<file path="config.mk">
export PLATFORM = sky130hd
export DESIGN_NAME = collision_detector
export DESIGN_NICKNAME = d
export VERILOG_FILES = /design/src/rtl/collision_detector.sv
export SDC_FILE = /design/constraint.sdc
export NUM_CORES = 1
export LEC_CHECK = 0
export CAP_MARGIN = 15
export CORE_MARGIN = 2
export CORE_UTILIZATION = 40
export CTS_BUF_LIST = sky130_fd_sc_hd__clkbuf_8
export CTS_CLUSTER_SIZE = 16
export DETAILED_ROUTE_END_ITERATION = 16
export SYNTH_ARGS = -nofsm -noshare
export SYNTH_HDL_FRONTEND = slang
export SYNTH_SLANG_ARGS = --single-unit
</file>
<file path="constraint.sdc">
create_clock -name cin -period 2.7 [get_ports cin]
set_clock_uncertainty 0.2 [all_clocks]
set_input_delay 0.54 -clock cin [delete_from_list [all_inputs] [get_ports cin]]
set_output_delay 0.54 -clock cin [all_outputs]
set_load 0.005 [all_outputs]
</file>
<file path="src/rtl/collision_detector.sv">
// collision_detector: turns the game loop's obstacle, lane and laser state into
// a registered damage flag. Each hazard episode is grouped into one event, a hit
// opens an invulnerability window with a blinking sprite flag, and a saturating
// counter records how many damaging events have occurred.
module collision_detector #(
    parameter logic [31:0] INV_CYCLES = 32'd25000000,
    parameter logic [31:0] FLASH_DIV  = 32'd2500000
) (
    input  logic       cin,
    input  logic       rst,
    input  logic       power,
    input  logic [5:0] posVal,
    input  logic [1:0] charVal,
    input  logic [1:0] shape,
    input  logic       boss,
    input  logic       fireLaser,
    input  logic       laserPos,
    output logic       dmg,
    output logic       invuln,
    output logic       hitFlash,
    output logic [3:0] hitCount
);

    typedef enum logic [1:0] {
        IDLE     = 2'd0,
        EVENT    = 2'd1,
        COOLDOWN = 2'd2
    } stateT;

    stateT       r_state;
    logic        r_dmg;
    logic        r_hit;
    logic [31:0] r_invCnt;
    logic [31:0] r_flashCnt;
    logic        r_flash;
    logic [3:0]  r_hitCount;

    stateT       w_nextState;
    logic        w_nextDmg;
    logic        w_nextHit;
    logic [31:0] w_nextInvCnt;
    logic [31:0] w_nextFlashCnt;
    logic        w_nextFlash;
    logic [3:0]  w_nextHitCount;

    logic        w_blkHaz;
    logic        w_lasHaz;
    logic        w_evt;
    logic        w_haz;

    // Hazard terms: a block at the player's column with the player outside the
    // gap, or an active laser sweeping the player's half of the screen.
    always_comb begin
        w_blkHaz = (posVal == 6'd32) && (charVal != shape);
        w_lasHaz = boss && fireLaser && (charVal[1] == laserPos);
        w_evt    = (posVal == 6'd32) || (boss && fireLaser);
        w_haz    = w_blkHaz || w_lasHaz;
    end

    // Next-state logic: event grouping, hit bookkeeping and the cooldown timers.
    always_comb begin
        w_nextState    = r_state;
        w_nextDmg      = r_dmg;
        w_nextHit      = r_hit;
        w_nextInvCnt   = r_invCnt;
        w_nextFlashCnt = r_flashCnt;
        w_nextFlash    = r_flash;
        w_nextHitCount = r_hitCount;

        case (r_state)
            IDLE: begin
                w_nextDmg = 1'b0;
                if (w_evt) begin
                    w_nextState = EVENT;
                    w_nextDmg   = w_haz;
                    w_nextHit   = w_haz;
                end
            end

            EVENT: begin
                if (w_evt) begin
                    w_nextDmg = w_haz;
                    w_nextHit = r_hit | w_haz;
                end else if (r_hit || r_dmg) begin
                    w_nextState    = COOLDOWN;
                    w_nextDmg      = 1'b0;
                    w_nextInvCnt   = 32'd0;
                    w_nextFlashCnt = 32'd0;
                    w_nextFlash    = 1'b0;
                    if (r_hitCount != 4'd15) begin
                        w_nextHitCount = r_hitCount + 4'd1;
                    end
                end else begin
                    w_nextState = IDLE;
                    w_nextDmg   = 1'b0;
                end
            end

            COOLDOWN: begin
                w_nextDmg = 1'b0;
                if (r_invCnt == INV_CYCLES - 32'd1) begin
                    w_nextFlash = 1'b0;
                    if (w_evt) begin
                        w_nextState = EVENT;
                        w_nextDmg   = w_haz;
                        w_nextHit   = w_haz;
                    end else begin
                        w_nextState = IDLE;
                    end
                end else begin
                    w_nextInvCnt = r_invCnt + 32'd1;
                    if (r_flashCnt == FLASH_DIV - 32'd1) begin
                        w_nextFlash    = ~r_flash;
                        w_nextFlashCnt = 32'd0;
                    end else begin
                        w_nextFlashCnt = r_flashCnt + 32'd1;
                    end
                end
            end

            default: begin
                w_nextState = IDLE;
                w_nextDmg   = 1'b0;
            end
        endcase
    end

    // State register: reset wins, and a low power input freezes every register.
    always_ff @(posedge cin) begin
        if (rst) begin
            r_state    <= IDLE;
            r_dmg      <= 1'b0;
            r_hit      <= 1'b0;
            r_invCnt   <= 32'd0;
            r_flashCnt <= 32'd0;
            r_flash    <= 1'b0;
            r_hitCount <= 4'd0;
        end else if (power) begin
            r_state    <= w_nextState;
            r_dmg      <= w_nextDmg;
            r_hit      <= w_nextHit;
            r_invCnt   <= w_nextInvCnt;
            r_flashCnt <= w_nextFlashCnt;
            r_flash    <= w_nextFlash;
            r_hitCount <= w_nextHitCount;
        end
    end

    assign dmg      = r_dmg;
    assign invuln   = (r_state == COOLDOWN);
    assign hitFlash = r_flash;
    assign hitCount = r_hitCount;

endmodule

</file>
; Yosys cells after proc, flatten, opt, wreduce, memory -nomap -nowiden
; Index checks and enable logic that the tools add are counted.
[word_totals]
register_bits = 73
in_bits = 16
out_inout_bits = 7
word_cells = 68
[classes]
add_sub_neg = 3
eq_ne = 15
mux = 25
n_bitwise = 3
reduce_logical = 15
[op_table]
columns = operator, count
row1 = 2-to-1 mux 32 bit, 5
row2 = case mux 32 bit (2 select lines), 2
row3 = "adder 32 x 1 -> 32 bit, second input constant", 2
row4 = "equality test 32 x 22 -> 1 bit, second input constant", 1
row5 = "equality test 32 x 25 -> 1 bit, second input constant", 1
row6 = AND reduction 5 bit, 3
row7 = 2-to-1 mux 1 bit, 10
row8 = "!= test 2 bit, second input constant", 5
row9 = 2-to-1 mux 2 bit, 4
row10 = AND reduction 4 bit, 2
row11 = "equality test 6 bit, second input constant", 1
row12 = case mux 2 bit (3 select lines), 1
row13 = "adder 4 x 1 -> 4 bit, second input constant", 1
row14 = "!= test 4 bit, second input constant", 1
row15 = case mux 1 bit (2 select lines), 2
row16 = logical AND 1 bit, 3
row17 = logical OR 1 bit, 3
row18 = "!= test 3 x 1 -> 1 bit, second input constant", 1
row19 = case mux 1 bit (3 select lines), 1
row20 = nonzero test 3 bit, 1
row21 = "equality test 2 x 1 -> 1 bit, second input constant", 1
row22 = "equality test 2 bit, second input constant", 1
row23 = logical NOT 2 bit, 1
row24 = "!= test 2 x 1 -> 1 bit, second input constant", 1
row25 = 6 further kinds, 7

; Longest topological paths before layout
; Gate-level depths: netlist (run 1).
[logic_depth]
ltp_word = 6
depth_mapped = 9
mapped_depth_nobuf = 7

; Worst setup path after synthesis (run 1)
; Ideal clock, no wire load.
[synth_path]
kind = reg2reg
startpoint = register r_flashCnt[0]
endpoint = register r_flashCnt[26]
setup_ns = 0.124
arrival_time_ns = 2.019
t_required_ns = 2.376
path_slack_ns = 0.356
stages_incl_launch_ff = 8
path_buffers = 0
period_less_slack_ns = 2.344
cell_sequence = dfxtp_1 -> ha_1 -> nand4_1 -> or4_1 -> nor3_2 -> a31oi_1 -> o21ai_0 -> o21ai_0
[synth_between]
elab_chain_cells = 4
word_cells_on_any_way = 5
cone_classes = add/sub: 1 / eq/ne: 1 / mux: 3
[synth_lines]
columns = element, line
row1 = "start, declared", 34  ; logic [31:0] r_flashCnt;
row2 = "start signal, assigned", 143  ; r_flashCnt <= w_nextFlashCnt;
row3 = adder 32 x 1 -> 32 bit or equality test 32 x 22 -> 1 bit (tied branches), "116, 112"
row4 = 2-to-1 mux 32 bit (*), 112  ; if (r_flashCnt == FLASH_DIV - 32'd1) begin
row5 = 2-to-1 mux 32 bit (*), 101  ; if (r_invCnt == INV_CYCLES - 32'd1) begin
row6 = case mux 32 bit (2 select lines) (*), 70  ; case (r_state)
; Mark *: on every way between the ends. The rest lies on a longest branch, timed or not. The select of a mux whose other input is x is not followed.
; A chain may end at the register's enable or synchronous reset.

; Worst setup path after layout (run 1)
[layout_path]
startpoint = register r_invCnt[1]
endpoint = register r_invCnt[26]
[layout_between]
elab_chain_cells = 3
word_cells_on_any_way = 6
cone_classes = add/sub: 1 / eq/ne: 2 / mux: 2 / reduce/logical: 1
[layout_lines]
columns = element, line
row1 = "start, declared", 33  ; logic [31:0] r_invCnt;
row2 = "start signal, assigned", 142  ; r_invCnt <= w_nextInvCnt;
row3 = adder 32 x 1 -> 32 bit or equality test 32 x 25 -> 1 bit (tied branches), "111, 101"
row4 = 2-to-1 mux 32 bit or != test 2 bit (tied branches), --
row5 = case mux 32 bit (2 select lines) or AND reduction 5 bit (tied branches), --
; Several ways; a longest one is shown, not always the timed one. The select of a mux whose other input is x is not followed.

==> results of run 1 <==
-- power groups by stage --
stage	Combinational, uW	Clock, uW	Sequential (uW)
2_1_floorplan	42.7	0	1100
3_3_place_gp	89.0	0	1100
3_5_place_dp	90.2	0	1100
4_1_cts	90.6	979	1080
5_1_grt	97.4	1020	1080
6_report	90.5	974	1080
-- sequential cells by signal, summed over array words and instances, names as in the netlist --
register,flops
r_invCnt,32
hitFlash,1
r_state,2
hitCount,4
r_flashCnt,32
dmg,1
r_hit,1
-- stage by stage --
step	total power, uW	hold slack [ns]	TNS (ns)	util [%]
3_3_place_gp	1190	0.242	-1.86	47.0
6_report	2140	0.269	0	49.4
2_1_floorplan	1150	0.233	0	-
5_1_grt	2200	0.302	0	49.4
3_5_place_dp	1200	0.253	-3.10	47.0
4_1_cts	2150	0.272	0	49.3
-- cells by family after synthesis --
family | share of synthesized area [%]
compound gates | 25.4
flops | 36.4
fa+ha+maj | 0.935
buf+inv | 4.70
xor+xnor | 1.31
mux | 1.25
simple gates | 30.1
-- cells in the mapped netlist (all sizes together) (2+ instances only) --
cell     n  area share (%)
or3      9             1.4
and3    19             3.0
a21o     2            0.37
a22o     2            0.44
buf     12             2.1
a41o     2            0.50
or4      6             1.4
ha       3            0.93
a21oi   38             4.8
clkbuf  11             1.1
a41oi    8             1.7
o22a     5             1.1
dfxtp   73              36
a311oi   5             1.1
nand4b   3             1.0
nor4b    2            0.75
nor2b    4            0.62
and2     6            0.93
o41ai    3            0.65
a31oi   16             2.5
inv     15             1.4
nor4     8             1.6
o32ai    4            0.87
mux2i    5             1.2
nor2    49             4.6
o21ai   47             5.9
nor3    19             2.6
xor2     4            0.87
o31ai   14             2.7
nand4   17             2.6
nand2b   7             1.3
xnor2    2            0.44
nand2   32             3.0
nor4bb   2            0.50
nand3   29             3.6
-- worst max-delay path: cells and delay by family, from the launching register on --
family          cells  cell delay, ns
flops               1            0.38
simple gates        3            0.97
compound gates      3            0.47
buf+inv             1            0.20
fa+ha+maj           1            0.23
-- area by class of cell --
cell class | instances | share of cell area [%]
inverter | 16 | 1.24
clock buffer | 9 | 2.56
multi-input combinational | 389 | 49.4
clock inverter | 7 | 1.97
timing repair buffer | 59 | 11.1
tap | 133 | 3.44
sequential | 73 | 30.3
-- metal layers --
layer	routed length (um)	vias to the layer above
met3	410	11
met5	0	-
met4	136	0
met2	5130	99
met1	5510	1954
li1	-	2006
-- path summary, 6_finish.rpt --
check	start	to	slack (ns)	cells after the start
setup reg to reg	r_invCnt[1]$_SDFFE_PP0P_	r_invCnt[26]$_SDFFE_PP0P_	0.18	8
hold / removal	r_invCnt[14]$_SDFFE_PP0P_	r_invCnt[14]$_SDFFE_PP0P_	0.27	1
setup / recovery	r_invCnt[1]$_SDFFE_PP0P_	r_invCnt[26]$_SDFFE_PP0P_	0.18	8
hold reg to reg	r_invCnt[14]$_SDFFE_PP0P_	r_invCnt[14]$_SDFFE_PP0P_	0.27	1
-- repair_timing --
item | in CTS | in global routing
gates resized for setup | 1 | 4
endpoints found under the setup margin | 7 | 24
hold buffers | 0 | 0
==> results.md, run 1 <==
- Sequential share of power: 50.3%
- PwrDens: 444 nW/um^2
- DRC: 0
- Total of warnings raised by yosys: 0
- Total grt overflow: 0
- Full die area: 10900 um^2
- Yosys reg bits: 73
- Total routed wirelength: 11.2 mm
- Core area: 9770 um^2
- Clk buf depth: 2
- DR vias: 4070
- Final instance area: 4830 um^2
- Vias per inst: 5.93
- Slew of the pin with the lowest slew margin: 0.753 ns
- Initial core utilization: 41.1%
- Post-synth EDFFs: 0
- Post-Synthesis Cell Area: 4020 um^2
- Most common cell after layout, fill and taps aside: dfxtp_1
- Worst-Skew Late Latency: 0.36 ns
- TritonCTS sink count: 73
- Drt pass-1 iters: 6
- Cell mode on critical path: a21oi_1
- Area grow syn2layout: 20.3%
- Placement-stage cell area: 4600 um^2
- Largest net degree at the start of global routing: 29
- CP peak stage delay: 0.57 ns
- Clock transition at path regs: 0.09 ns
- Root Driver: clkbuf_8
- Chip width: 104 um
- Sw Pwr: 500 uW
- Fin crit period: 2.52 ns
- Max Clk Rate: 0.397 GHz
- Clock power frac: 45.4%
- All-Layer GR Usage: 20.8%
- Core Rows: 36
- Critical Path Fanout Max: 28
- First-pass GRT wire length: 18.5 mm
- Top Usage Layer GRT: met2
- Vias in the first global route: 3774
- Top_reg_cell synth: dfxtp_1
- Net Sw Frac: 23.3%
- Pre-CTS setup slack: -0.271 ns
- Critical path required time: 2.79 ns
- Max VDD drop: 0.239 mV
- Critical Path AT: 2.61 ns
- Status: complete, no violations
- Leakage: 0.00168 uW
- Initial antenna violation count: 0
- Antenna viol nets, final: 0
- Pint: 1640 uW
- Fill count: 953
- CP Class: reg -> reg
- RD Place Congestion: 0.858
- Combinational share of power: 4.2%
- Cells after DPL: 670
- M1 GR Usage: 29.6%
- Syn Inst Count: 501
- Final setup fails: 0
- Die Height: 104 um
- Slowest cell on the critical path: or4_4
- ANT cells: 0
- Non-Filler Instances: 686
- Final Max Slew Viols: 0
- CP Capture Type: register
- Grt met3 use: 2.69%
- Synth Area per Inst: 8.02 um^2
- Sequential element share of the synthesized area: 36.4%
- Hold Violations, Final: 0
- Share of post-route cells with drive strength above 1: 13.0%
- Area occupied by multi-input gates: 2390 um^2
- Setup bufs post-CTS: 0
- Synth unique cells: 64
- DRT iter0 DRCs: 224
- Syn_nets: 520
- RSZ-0062 raised after global routing: no
- Met2 Use GR: 31.9%
- FFs w/ async S/R, synth: 0%
- Slew Limit Headroom: 49.5%
- Nets@finish: 567
- H-tree levels: 3
- Final Cycle Share: 93.2%
- Input/output buffers: 22
- Register area: 1460 um^2
- CTS Buf Count: 9
- HP Class: reg -> reg
- Startpoint Class: register
- Max cap viols: 0
- Most frequent cells in the layout: dfxtp_1, nor2_1, o21ai_0, a21oi_1, buf_4
- CTS tree: yes
- Wire length per cell: 16.3 um
- Hpwl dp: 8.00 mm
- Min setup slack post-route: 0.182 ns
- Crit path cell chain: ha_2, and3_1, nand3_2, or4_4, a21oi_2, buf_12, a21oi_1, a21oi_1
- # IOs: 23
No activity file was read; power rests on OpenSTA's default activity.
==> inputs of run 2 (changes only) <==
CAP_MARGIN = 10   (was 15)
==> results of run 2 <==
No change in the layout: final DEF, timing and power equal those of run 1.
